## src/rtl/wt_dcache_mem_adapter.sv

```systemverilog
// -----------------------------------------------------------------------------
// wt_dcache_mem_adapter
//
// Sits between the write-through L1 data cache and a simple single-beat
// req/gnt/rvalid memory port. One cache request is accepted at a time and
// turned into one or more 64-bit memory beats. A single response pulse in the
// cache's return format follows the last beat.
//
// Ports
//   clk_i, rst_i          clock, synchronous active-high reset
//   dc_req_i / dc_ack_o   cache request handshake (ack is combinational in IDLE)
//   dc_rtype_i            0 load, 1 store, 2 AMO, 3 reserved (answered locally)
//   dc_nc_i               non-cacheable load flag
//   dc_size_i             log2 access size in bytes
//   dc_amo_op_i           AMO opcode, passed through
//   dc_tid_i              transaction ID, echoed in the response
//   dc_paddr_i            physical address
//   dc_wdata_i            lane-aligned store/AMO data
//   dc_rtrn_*_o           one-cycle response: valid, type, tid, line data
//   mem_req_o / mem_gnt_i memory request handshake
//   mem_we_o, mem_amo_o, mem_amo_op_o, mem_addr_o, mem_be_o, mem_wdata_o
//                         beat attributes, held stable until granted
//   mem_rvalid_i          beat completion, mem_rdata_i its read data
// -----------------------------------------------------------------------------
module wt_dcache_mem_adapter #(
    parameter int unsigned LineWidth = 128,
    parameter int unsigned DataWidth = 64,
    parameter int unsigned TidWidth  = 2,
    parameter int unsigned PlenWidth = 56
) (
    input  logic                 clk_i,
    input  logic                 rst_i,
    input  logic                 dc_req_i,
    output logic                 dc_ack_o,
    input  logic [1:0]           dc_rtype_i,
    input  logic                 dc_nc_i,
    input  logic [2:0]           dc_size_i,
    input  logic [3:0]           dc_amo_op_i,
    input  logic [TidWidth-1:0]  dc_tid_i,
    input  logic [PlenWidth-1:0] dc_paddr_i,
    input  logic [63:0]          dc_wdata_i,
    output logic                 dc_rtrn_vld_o,
    output logic [1:0]           dc_rtrn_type_o,
    output logic [TidWidth-1:0]  dc_rtrn_tid_o,
    output logic [LineWidth-1:0] dc_rtrn_data_o,
    output logic                 mem_req_o,
    input  logic                 mem_gnt_i,
    output logic                 mem_we_o,
    output logic                 mem_amo_o,
    output logic [3:0]           mem_amo_op_o,
    output logic [PlenWidth-1:0] mem_addr_o,
    output logic [7:0]           mem_be_o,
    output logic [63:0]          mem_wdata_o,
    input  logic                 mem_rvalid_i,
    input  logic [63:0]          mem_rdata_i
);

    localparam int unsigned Beats = LineWidth / DataWidth;
    localparam int unsigned BeatW = (Beats > 1) ? $clog2(Beats) : 1;
    localparam logic [PlenWidth-1:0] LineMask = ~PlenWidth'(LineWidth / 8 - 1);
    localparam logic [PlenWidth-1:0] WordMask = ~PlenWidth'(7);

    typedef enum logic [1:0] {IDLE, REQ, WAIT, RTRN} state_e;

    state_e                 state_q;
    logic [BeatW-1:0]       beat_q;
    logic [BeatW-1:0]       slot_q;
    logic                   fill_q;
    logic [1:0]             rtype_q;
    logic [TidWidth-1:0]    tid_q;
    logic [LineWidth-1:0]   line_q;
    logic [PlenWidth-1:0]   addr_q;
    logic [7:0]             be_q;
    logic [63:0]            wdata_q;
    logic                   we_q;
    logic                   amo_q;
    logic [3:0]             amo_op_q;

    // Request decode, evaluated on the incoming request fields
    logic                   req_fill;
    logic                   req_wr;
    logic [7:0]             be_mask;
    logic [7:0]             be_calc;
    logic [BeatW-1:0]       req_slot;
    logic [BeatW-1:0]       wr_slot;
    logic                   last_beat;

    always_comb begin
        req_fill = (dc_rtype_i == 2'd0) && !dc_nc_i;
        req_wr   = (dc_rtype_i == 2'd1) || (dc_rtype_i == 2'd2);
        case (dc_size_i)
            3'd0:    be_mask = 8'h01;
            3'd1:    be_mask = 8'h03;
            3'd2:    be_mask = 8'h0F;
            default: be_mask = 8'hFF;
        endcase
        // Shifting an 8-bit mask drops lanes past the word, i.e. truncation
        be_calc  = be_mask << dc_paddr_i[2:0];
        // Word slot inside the line for NC loads and AMOs
        req_slot = (Beats > 1) ? dc_paddr_i[3 +: BeatW] : '0;
    end

    assign wr_slot   = fill_q ? beat_q : slot_q;
    assign last_beat = !fill_q || (beat_q == BeatW'(Beats - 1));

    always_ff @(posedge clk_i) begin
        if (rst_i) begin
            state_q  <= IDLE;
            beat_q   <= '0;
            slot_q   <= '0;
            fill_q   <= 1'b0;
            rtype_q  <= 2'd0;
            tid_q    <= '0;
            line_q   <= '0;
            addr_q   <= '0;
            be_q     <= 8'h00;
            wdata_q  <= 64'h0;
            we_q     <= 1'b0;
            amo_q    <= 1'b0;
            amo_op_q <= 4'h0;
        end else begin
            case (state_q)
                IDLE: begin
                    if (dc_req_i) begin
                        rtype_q <= dc_rtype_i;
                        tid_q   <= dc_tid_i;
                        fill_q  <= req_fill;
                        slot_q  <= req_slot;
                        beat_q  <= '0;
                        line_q  <= '0;
                        if (dc_rtype_i == 2'd3) begin
                            // Reserved type: answer as an empty load ack,
                            // memory-side outputs keep their last values
                            state_q <= RTRN;
                        end else begin
                            state_q  <= REQ;
                            addr_q   <= req_fill ? (dc_paddr_i & LineMask)
                                                 : (dc_paddr_i & WordMask);
                            be_q     <= req_wr ? be_calc : 8'hFF;
                            wdata_q  <= dc_wdata_i;
                            we_q     <= (dc_rtype_i == 2'd1);
                            amo_q    <= (dc_rtype_i == 2'd2);
                            amo_op_q <= dc_amo_op_i;
                        end
                    end
                end
                REQ: begin
                    if (mem_gnt_i) begin
                        state_q <= WAIT;
                    end
                end
                WAIT: begin
                    if (mem_rvalid_i) begin
                        // Store completions carry no data
                        if (rtype_q != 2'd1) begin
                            line_q[DataWidth*wr_slot +: DataWidth] <= mem_rdata_i;
                        end
                        if (last_beat) begin
                            state_q <= RTRN;
                        end else begin
                            beat_q  <= beat_q + 1'b1;
                            addr_q  <= addr_q + PlenWidth'(8);
                            state_q <= REQ;
                        end
                    end
                end
                RTRN: begin
                    state_q <= IDLE;
                end
                default: state_q <= IDLE;
            endcase
        end
    end

    assign dc_ack_o       = (state_q == IDLE) && dc_req_i;
    assign mem_req_o      = (state_q == REQ);
    assign mem_we_o       = we_q;
    assign mem_amo_o      = amo_q;
    assign mem_amo_op_o   = amo_op_q;
    assign mem_addr_o     = addr_q;
    assign mem_be_o       = be_q;
    assign mem_wdata_o    = wdata_q;

    // Response fields are only driven during the pulse so the port idles at 0
    assign dc_rtrn_vld_o  = (state_q == RTRN);
    assign dc_rtrn_type_o = !dc_rtrn_vld_o ? 2'd0 :
                            (rtype_q == 2'd3) ? 2'd0 : rtype_q;
    assign dc_rtrn_tid_o  = dc_rtrn_vld_o ? tid_q : '0;
    assign dc_rtrn_data_o = dc_rtrn_vld_o ? line_q : '0;

endmodule

```

## config.mk

```make
export PLATFORM = sky130hd
export DESIGN_NAME = wt_dcache_mem_adapter
export DESIGN_NICKNAME = d
export VERILOG_FILES = /design/src/rtl/wt_dcache_mem_adapter.sv
export SDC_FILE = /design/constraint.sdc
export NUM_CORES = 1
export LEC_CHECK = 0
export BUFFER_PORTS_ARGS = -buffer_cell sky130_fd_sc_hd__buf_4
export CAP_MARGIN = 20
export CORE_AREA = 3 3 182 184
export DETAILED_ROUTE_END_ITERATION = 8
export DIE_AREA = 0 0 185 187
export GPL_TIMING_DRIVEN = 1
export PLACE_DENSITY_LB_ADDON = 0.15
export SLEW_MARGIN = 40
export SYNTH_ARGS = -nofsm -noshare
export SYNTH_HDL_FRONTEND = slang
export SYNTH_SLANG_ARGS = --single-unit
```

## constraint.sdc

```tcl
create_clock -name clk_i -period 3.37 [get_ports clk_i]
set_clock_uncertainty 0.05 [all_clocks]
set_input_delay 0.337 -clock clk_i [delete_from_list [all_inputs] [get_ports clk_i]]
set_output_delay 0.337 -clock clk_i [all_outputs]
set_load 0.02 [all_outputs]
```

==> results of run 1 <==
registers in the layout, indices dropped and copies added, names as in the netlist, 2 cells and up:
register / flops
mem_wdata_o: 64
tid_q: 2
mem_be_o: 8
rtype_q: 2
mem_amo_op_o: 4
state_q: 2
line_q: 128
mem_addr_o: 53
layer usage:
| metal | share of wire (%) | wire length (um) | vias to the layer above | track usage, % |
|---|---|---|---|---|
| met1 | 39 | 19800 | 6792 | 34.5 |
| met5 | 0 | 0 | - | 0 |
| met3 | 9.2 | 4680 | 136 | 6.75 |
| met4 | 5.0 | 2550 | 0 | 12.3 |
| met2 | 47 | 23900 | 681 | 45.4 |
| li1 | - | - | 6883 | - |
worst paths after layout:
| check | startpoint | endpoint | slack (ns) |
|---|---|---|---|
| max | state_q[0]$_SDFFE_PP0P_ | dc_rtrn_data_o[100] | 0.46 |
| min | mem_rdata_i[40] | line_q[104]$_SDFFE_PP0P_ | 0.02 |
| max reg2reg | mem_addr_o[6]$_SDFFE_PP0P_ | mem_addr_o[50]$_SDFFE_PP0P_ | 0.63 |
| min reg2reg | line_q[64]$_SDFFE_PP0P_ | line_q[64]$_SDFFE_PP0P_ | 0.40 |
kinds of logic (layout without fill, tap and decap cells):
family,after synthesis,count (layout),synth area share [%]
other,1,4,0.0302
muxes,8,8,0.646
DFF,268,268,43.3
buffers and inverters,169,698,5.29
AOI/OAI and AO/OA,394,394,18.1
adders and majority gates,5,5,0.504
and+or+nand+nor,817,817,32.2
critical path: cells and delay by family (launching register included):
kind | cells | cell delay [ns]
and+or+nand+nor | 1 | 0.32
buffers and inverters | 2 | 0.87
DFF | 1 | 0.71
cell type report:
cell class | instances | area, um^2
multi-input cells | 1227 | 6440
fillers | 2855 | 13000
clock inverters | 12 | 164
repair buffers | 629 | 5140
diodes | 1 | 2.50
inverters | 12 | 45.0
clock buffers | 45 | 930
well taps | 402 | 503
flip-flops and latches | 268 | 5370
power groups by stage:
stage / clock [mW] / combinational [mW] / sequential, mW
3_5_place_dp: 0 / 1.46 / 3.55
5_1_grt: 3.77 / 1.73 / 3.51
4_1_cts: 3.63 / 1.60 / 3.48
3_3_place_gp: 0 / 1.46 / 3.55
6_report: 3.59 / 1.61 / 3.49
2_1_floorplan: 0 / 0.671 / 3.64
synth_stat cells, types with 7 or more instances:
| cell | n |
|---|---|
| nor4_1 | 23 |
| dfxtp_1 | 268 |
| inv_1 | 12 |
| o22ai_1 | 9 |
| a211oi_1 | 7 |
| mux2i_1 | 8 |
| and3_1 | 139 |
| nor3_1 | 30 |
| a21oi_1 | 252 |
| or3_1 | 10 |
| nor2_1 | 52 |
| a22oi_1 | 9 |
| nand4_1 | 17 |
| nand3_1 | 156 |
| a21o_1 | 11 |
| nand2_1 | 339 |
| o211ai_1 | 8 |
| and4_1 | 8 |
| o21ai_0 | 39 |
| a31oi_1 | 20 |
| clkbuf_1 | 148 |
what timing repair did:
item                                    CTS  global route
endpoints found under the hold margin   186             0
endpoints found under the setup margin    0             0
hold buffers                            137             0
==> flow_summary.yaml, run 1 <==
grt:
  grt_pass1_vias: 14000
  track_usage_pct: 27.7
  grt_max_degree: 135
  grt_pass1_wl_um: 78400
  grt_overflow_total: 0
  antenna_found_initial: 1
floorplanning:
  num_io_pins: 470
  die_h_um: 187
  dieArea_um2: 34600
  die_x_um: 185
  core-area_um2: 31600
  initial_utilization_pct: 39.3
  rows: 65
synth:
  netlist.area_leader.share_pct: 43.3
  ys_seq_elements: 268
  synth_area_leaders: "dfxtp_1, nand2_1, a21oi_1"
  synthCells: 1662
  async_reset_ff_share_pct: 0
  yosysSeqAreaShare_pct: 43.3
  yosys.area.top_type: "dfxtp_1"
  synth-main-ff-cell: "dfxtp_1"
  syn_area_um2: 12400
  yosysWarnings: 0
  synth_cell_types: 66
  syn_avg_cell_area_um2: 7.46
  synth-edff-count: 0
route:
  wire_per_inst_um: 19.6
  ant_nets: 0
  drtPass1Iterations: 6
  avgViaCountPerCell: 5.58
  drt_iter0_markers: 1292
  vias: 14500
  drc: 0
  finalWirelength_um: 50900
timing:
  grt_setup_unrepaired: "no"
  fin_ws_ns: 0.457
  final.setup.tns_ns: 0
  setup_viol: 0
  hold_ws_ns: 0.0222
  fmax_ghz: 0.343
  slew_viol_final: 0
  max-slew-margin-rel_pct: 47.4
  hold_violations: 0
  finalCritPeriodShare_pct: 86.4
  tightestPinTransition_ns: 0.788
  min_period_ns: 2.91
pwr:
  swShare_pct: 29.1
  p_clk_share_pct: 41.3
  power_mw: 8.69
  ir_worst_vdd_mv: 0.373
  p_per_area_nw_per_um2: 467
  p_comb_share_pct: 18.6
  netSwitchingPower_mw: 2.52
  internal_power_mw: 6.16
  cellLeakagePower_nw: 7.91
  pwr-share-seq_pct: 40.1
placement:
  dp.final_hpwl_um: 33000
  gp_congestion: 0.930
  dp.cells: 2401
  port_buffers: 466
  post-place-ws_ns: 0.668
  place_area_um2: 16100
clock_network:
  cts_buffers: 31
  cts_tree: "done"
  numClockSinks: 268
  post_cts_resized: 0
  clock_path_buffers: 3
  clk_pin_slew_ns: 0.06
  cts_setup_buffers: 0
  htreeDepth: 1
  cts_root_buffer: "clkbuf_16"
  insertion_delay_ns: 0.56
layout:
  layout_common_cells: "buf_4, nand2_1, dfxtp_1"
  layout_commonest_cell: "buf_4"
  fin_area_um2: 18600
  post-route-util_pct: 58.9
  final-instance-count-excl-fill: 2596
  fin_nets: 2375
  synthToLayoutAreaGrowth_pct: 49.9
  drive_above_1_share_pct: 26.1
critical_path:
  crit_type: "reg2out"
  critPathArrivalTime_ns: 2.53
  critPathSlowestCell: "dfxtp_4"
  reg2regPathDepth: 4
  required_ns: 2.98
  startpoint_type: "flip-flop"
  path_cells: "buf_4 > and3_1 > buf_4"
  worst_setup_path_end_kind: "primary output"
  crit_path_frequent_cell: "buf_4"
  critical-path-max-stage-delay_ns: 0.71
  crit_path_max_fanout: 83
run_status:
  outcome: "completed"
worst_hold_path:
  hold_class: "in2reg"
  hold-path-cell-count: 3
run:
  cap_viol_max_count: 0
Note: power is estimated with default switching activity, not from simulation.
==> run 2, diff against run 1 <==
==> constraint.sdc (replaced) <==
create_clock -name clk_i -period 3.37 [get_ports clk_i]
set_clock_uncertainty 0.05 [all_clocks]
set_input_delay 0.674 -clock clk_i [delete_from_list [all_inputs] [get_ports clk_i]]
set_output_delay 0.674 -clock clk_i [all_outputs]
set_load 0.02 [all_outputs]
==> run 2 against run 1 <==
Compared with the run above: critical path type unchanged; largest power group is now sequential cells; final cell count down 5.3%; critical path depth unchanged; register-to-register slack worse by 0.17 ns; fmax down 8.7%; hold slack better by 0.29 ns.
==> flow_summary.yaml, run 2 (synthesis results as in run 1) <==
critical_path:
  r2r_start: "mem_addr_o[6]$_SDFFE_PP0P_"
  critical-path-top-delay-family: "buffers and inverters"
  worstSetupStartpoint: "state_q[1]$_SDFFE_PP0P_"
  crit_path_max_fanout: 78
  critPathArrivalTime_ns: 2.47
  startpoint_type: "flip-flop"
  path_cells: "buf_4 > and3_1 > buf_4"
  crit_type: "reg2out"
  crit_path_frequent_cell: "buf_4"
  critical-path-max-stage-delay_ns: 0.74
  worst_setup_path_end_kind: "primary output"
  critPathSlowestCell: "dfxtp_4"
  path_buf_inv: 2
  required_ns: 2.65
clock_network:
  ctsHoldBuffers: 0
  cts_tree: "done"
  clock_path_buffers: 3
  htreeDepth: 1
  cts_setup_buffers: 0
  clk_pin_slew_ns: 0.06
  numClockSinks: 268
  insertion_delay_ns: 0.55
  cts_root_buffer: "clkbuf_16"
  cts_buffers: 31
  post_cts_resized: 0
timing:
  finalCritPeriodShare_pct: 94.7
  fmax_ghz: 0.313
  setup_viol: 0
  hold_violations: 0
  grt_setup_unrepaired: "no"
  final.setup.tns_ns: 0
  max-slew-margin-rel_pct: 44.7
  min_period_ns: 3.19
  tightestPinTransition_ns: 0.829
  slew_viol_final: 0
floorplanning:
  dieArea_um2: 34600
  die_x_um: 185
  num_io_pins: 470
  core-area_um2: 31600
  initial_utilization_pct: 39.3
  die_h_um: 187
  rows: 65
layout:
  synthToLayoutAreaGrowth_pct: 38.4
  regMostFlops: "line_q"
  fin_nets: 2239
  layout_commonest_cell: "buf_4"
  drive_above_1_share_pct: 27.8
  layout_common_cells: "buf_4, nand2_1, dfxtp_1"
  fin_area_um2: 17200
  largest_register_ffs: 128
grt:
  grt_overflow_total: 0
  track_usage_pct: 26.8
  grt_pass1_wl_um: 75000
  grt_max_degree: 137
  antenna_found_initial: 3
  grt_pass1_vias: 13100
route:
  avgViaCountPerCell: 5.62
  drtPass1Iterations: 5
  drc: 0
  drt_iter0_markers: 1222
  finalWirelength_um: 49300
  ant_nets: 0
  vias: 13800
  wire_per_inst_um: 20.1
pwr:
  p_per_area_nw_per_um2: 485
  ir_worst_vdd_mv: 0.472
  cellLeakagePower_nw: 7.30
worst_hold_path:
  worstHoldStart: "dc_paddr_i[39]"
  hold_class: "in2reg"
placement:
  place_area_um2: 16200
  dp.final_hpwl_um: 33300
  port_buffers: 466
  gp_congestion: 0.940
run_status:
  outcome: "completed"
run:
  cap_viol_max_count: 0
-- run 2: area by class of cell --
cell class | instances | area, um^2
Fill cell | 3083 | 14400
Multi-Input combinational cell | 1227 | 6440
Sequential cell | 268 | 5370
Timing Repair Buffer | 493 | 3800
Clock buffer | 44 | 906
Tap cell | 402 | 503
Clock inverter | 10 | 100
Inverter | 12 | 45.0
Antenna cell | 2 | 5.00
-- run 2: routing by layer --
metal  share of wire (%)  track usage [%]  up-vias
met5               0.026                0        -
met4                 4.8             11.9        2
met3                 9.8             7.57      124
met2                  47             43.6      633
met1                  38             32.9     6457
li1                    -                -     6606
-- run 2: final timing paths --
check | to | slack, ns | cells past startpoint
max reg2reg | mem_addr_o[54]$_SDFFE_PP0P_ | 0.46 | 5
max | dc_rtrn_data_o[98] | 0.18 | 3
min | mem_addr_o[39]$_SDFFE_PP0P_ | 0.31 | 2
min reg2reg | line_q[47]$_SDFFE_PP0P_ | 0.39 | 2
-- run 2: report_power, final --
part	internal [mW]	switching, mW	total, mW
Clock	2.00	1.35	3.35
Sequential	3.32	0.170	3.49
Combinational	0.547	0.936	1.48
Total	5.87	2.46	8.32
-- run 2: stage by stage --
step	std cells	hold WS, ns	setup WS (ns)	utilization (%)	total power [mW]
floorplan	1664	0.377	0.652	-	4.31
global placement	2402	0.383	0.503	51.2	5.01
detailed placement	2402	0.389	0.509	51.2	5.03
CTS	2456	0.279	0.153	54.4	8.38
global route	2458	0.292	0.0259	54.4	8.65
finish	2458	0.307	0.178	54.4	8.32
==> run 3, diff against run 2 <==
--- a/config.mk
+++ b/config.mk
@@ -7,9 +7,9 @@
 export LEC_CHECK = 0
 export BUFFER_PORTS_ARGS = -buffer_cell sky130_fd_sc_hd__buf_4
 export CAP_MARGIN = 20
-export CORE_AREA = 3 3 182 184
+export CORE_MARGIN = 3
+export CORE_UTILIZATION = 30
 export DETAILED_ROUTE_END_ITERATION = 8
-export DIE_AREA = 0 0 185 187
 export GPL_TIMING_DRIVEN = 1
 export PLACE_DENSITY_LB_ADDON = 0.15
 export SLEW_MARGIN = 40
==> run 3 against run 2 <==
Compared with the run above: sequential power is essentially flat; first-iteration DRC count fell by 15%; global-route usage down 4.3 points; final area grew 1.1%; utilization shrank 11 points; wire length rose by 5.2%; sequential share of layout area shrank 0.35 points; final cell count rose by 5.2%; clock-buffer cell count up 8; non-clock buffer count down 1; total power grew 2.1%; fmax grew 14%; critical endpoint is now dc_ack_o; largest power group is now the clock network.
==> flow_summary.yaml, run 3 (synthesis results as in run 1) <==
run_status:
  outcome: "completed"
floorplanning:
  initial_utilization_pct: 30.8
  num_io_pins: 470
  dieArea_um2: 43800
  core-area_um2: 40300
  die_h_um: 209
  die_x_um: 209
  rows: 73
worst_hold_path:
  hold_class: "in2reg"
grt:
  grt_overflow_total: 0
  grt_pass1_wl_um: 80000
  track_usage_pct: 22.5
  grt_pass1_vias: 13500
  grt_max_degree: 132
  antenna_found_initial: 4
critical_path:
  endpoint: "dc_ack_o"
  critPathArrivalTime_ns: 2.08
  reg2regPathDepth: 5
  r2r-end: "mem_addr_o[44]$_SDFFE_PP0P_"
  worst_setup_path_end_kind: "primary output"
  required_ns: 2.65
  reg2reg_setup_slack_ns: 0.60
  r2r_start: "mem_addr_o[11]$_SDFFE_PP0P_"
  crit_type: "reg2out"
  crit_path_max_fanout: 14
  worstSetupStartpoint: "state_q[0]$_SDFFE_PP0P_"
  startpoint_type: "flip-flop"
clock_network:
  cts_setup_buffers: 0
  cts_root_buffer: "clkbuf_16"
  htreeDepth: 2
  ctsHoldBuffers: 0
  cts_buffers: 35
  clock_path_buffers: 3
  clk_pin_slew_ns: 0.06
  numClockSinks: 268
  insertion_delay_ns: 0.53
  cts_tree: "done"
  post_cts_resized: 0
pwr:
  cellLeakagePower_nw: 7.32
  ir_worst_vdd_mv: 0.295
  power_mw: 8.50
  p_per_area_nw_per_um2: 489
layout:
  fin_nets: 2242
  layout_common_cells: "buf_4, nand2_1, dfxtp_1"
  synthToLayoutAreaGrowth_pct: 40.0
  largest_register_ffs: 128
  drive_above_1_share_pct: 27.8
  layout_commonest_cell: "buf_4"
  regMostFlops: "line_q"
  final-instance-count-excl-fill: 2587
route:
  avgViaCountPerCell: 5.35
  drc: 0
  drtPass1Iterations: 7
  drt_iter0_markers: 1033
  vias: 13800
  wire_per_inst_um: 20.1
  finalWirelength_um: 51900
  ant_nets: 0
placement:
  port_buffers: 466
  dp.cells: 2524
  dp.final_hpwl_um: 34800
  gp_congestion: 0.884
timing:
  setup_viol: 0
  final.setup.tns_ns: 0
  finalCritPeriodShare_pct: 83.3
  tightestPinTransition_ns: 0.839
  grt_setup_unrepaired: "no"
  fmax_ghz: 0.356
  min_period_ns: 2.81
  hold_violations: 0
  max-slew-margin-rel_pct: 44.0
  slew_viol_final: 0
  hold_ws_ns: 0.332
run:
  cap_viol_max_count: 0
## run 3: changes by cell type in the layout (fill, tap and decap cells not counted), sizes merged
cell	before	now
clkbuf	45	53
bufinv	2	0
inv	12	14
buf	492	491
diode	2	1
## run 3: worst min-delay path by stage
| stage | start | end | slack (ns) | cells past startpoint |
|---|---|---|---|---|
| after floorplan | line_q[127]$_SDFFE_PP0P_ | line_q[127]$_SDFFE_PP0P_ | 0.38 | 2 |
| after global placement | line_q[55]$_SDFFE_PP0P_ | line_q[55]$_SDFFE_PP0P_ | 0.38 | 2 |
| after detailed placement | line_q[55]$_SDFFE_PP0P_ | line_q[55]$_SDFFE_PP0P_ | 0.39 | 2 |
| after CTS | dc_paddr_i[48] | mem_addr_o[48]$_SDFFE_PP0P_ | 0.31 | 3 |
| after global routing | dc_paddr_i[48] | mem_addr_o[48]$_SDFFE_PP0P_ | 0.32 | 3 |
| final | dc_paddr_i[48] | mem_addr_o[48]$_SDFFE_PP0P_ | 0.33 | 3 |
## run 3: layout make-up
| type | count | area (um^2) |
|---|---|---|
| flip-flops and latches | 268 | 5370 |
| fillers | 4131 | 22900 |
| multi-input cells | 1227 | 6440 |
| diodes | 1 | 2.50 |
| inverters | 12 | 45.0 |
| repair buffers | 492 | 3770 |
| clock inverters | 10 | 68.8 |
| well taps | 525 | 657 |
| clock buffers | 52 | 1010 |
## run 3: through the flow
step / setup slack (ns) / util [%] / cell area (um^2)
finish: 0.563 / 43.1 / 17400
global route: 0.397 / 43.1 / 17400
CTS: 0.490 / 43.1 / 17400
detailed placement: 0.516 / 40.4 / 16300
global placement: 0.487 / 40.4 / 16300
floorplan: 0.652 / - / 12400
## run 3: per-layer routing
layer  routed length [um]  up-vias  track usage [%]  part of all wire, %
li1                     -     6622                -                    -
met1                21100     6602             28.3                   41
met2                24700      506             36.9                   48
met3                 4490       96             6.83                  8.7
met4                 1610        6             7.25                  3.1
met5                   38        -                0                0.073
## run 3: critical path, stage by stage (launching register included)
cell and delay (ns):
dfxtp_4 0.41, or3b_2 0.62, inv_1 0.29, buf_4 0.24
## run 3: report_power, final
group          internal [mW]  switching [mW]
logic                  0.538           0.958
clock network           2.08            1.44
registers               3.32           0.158
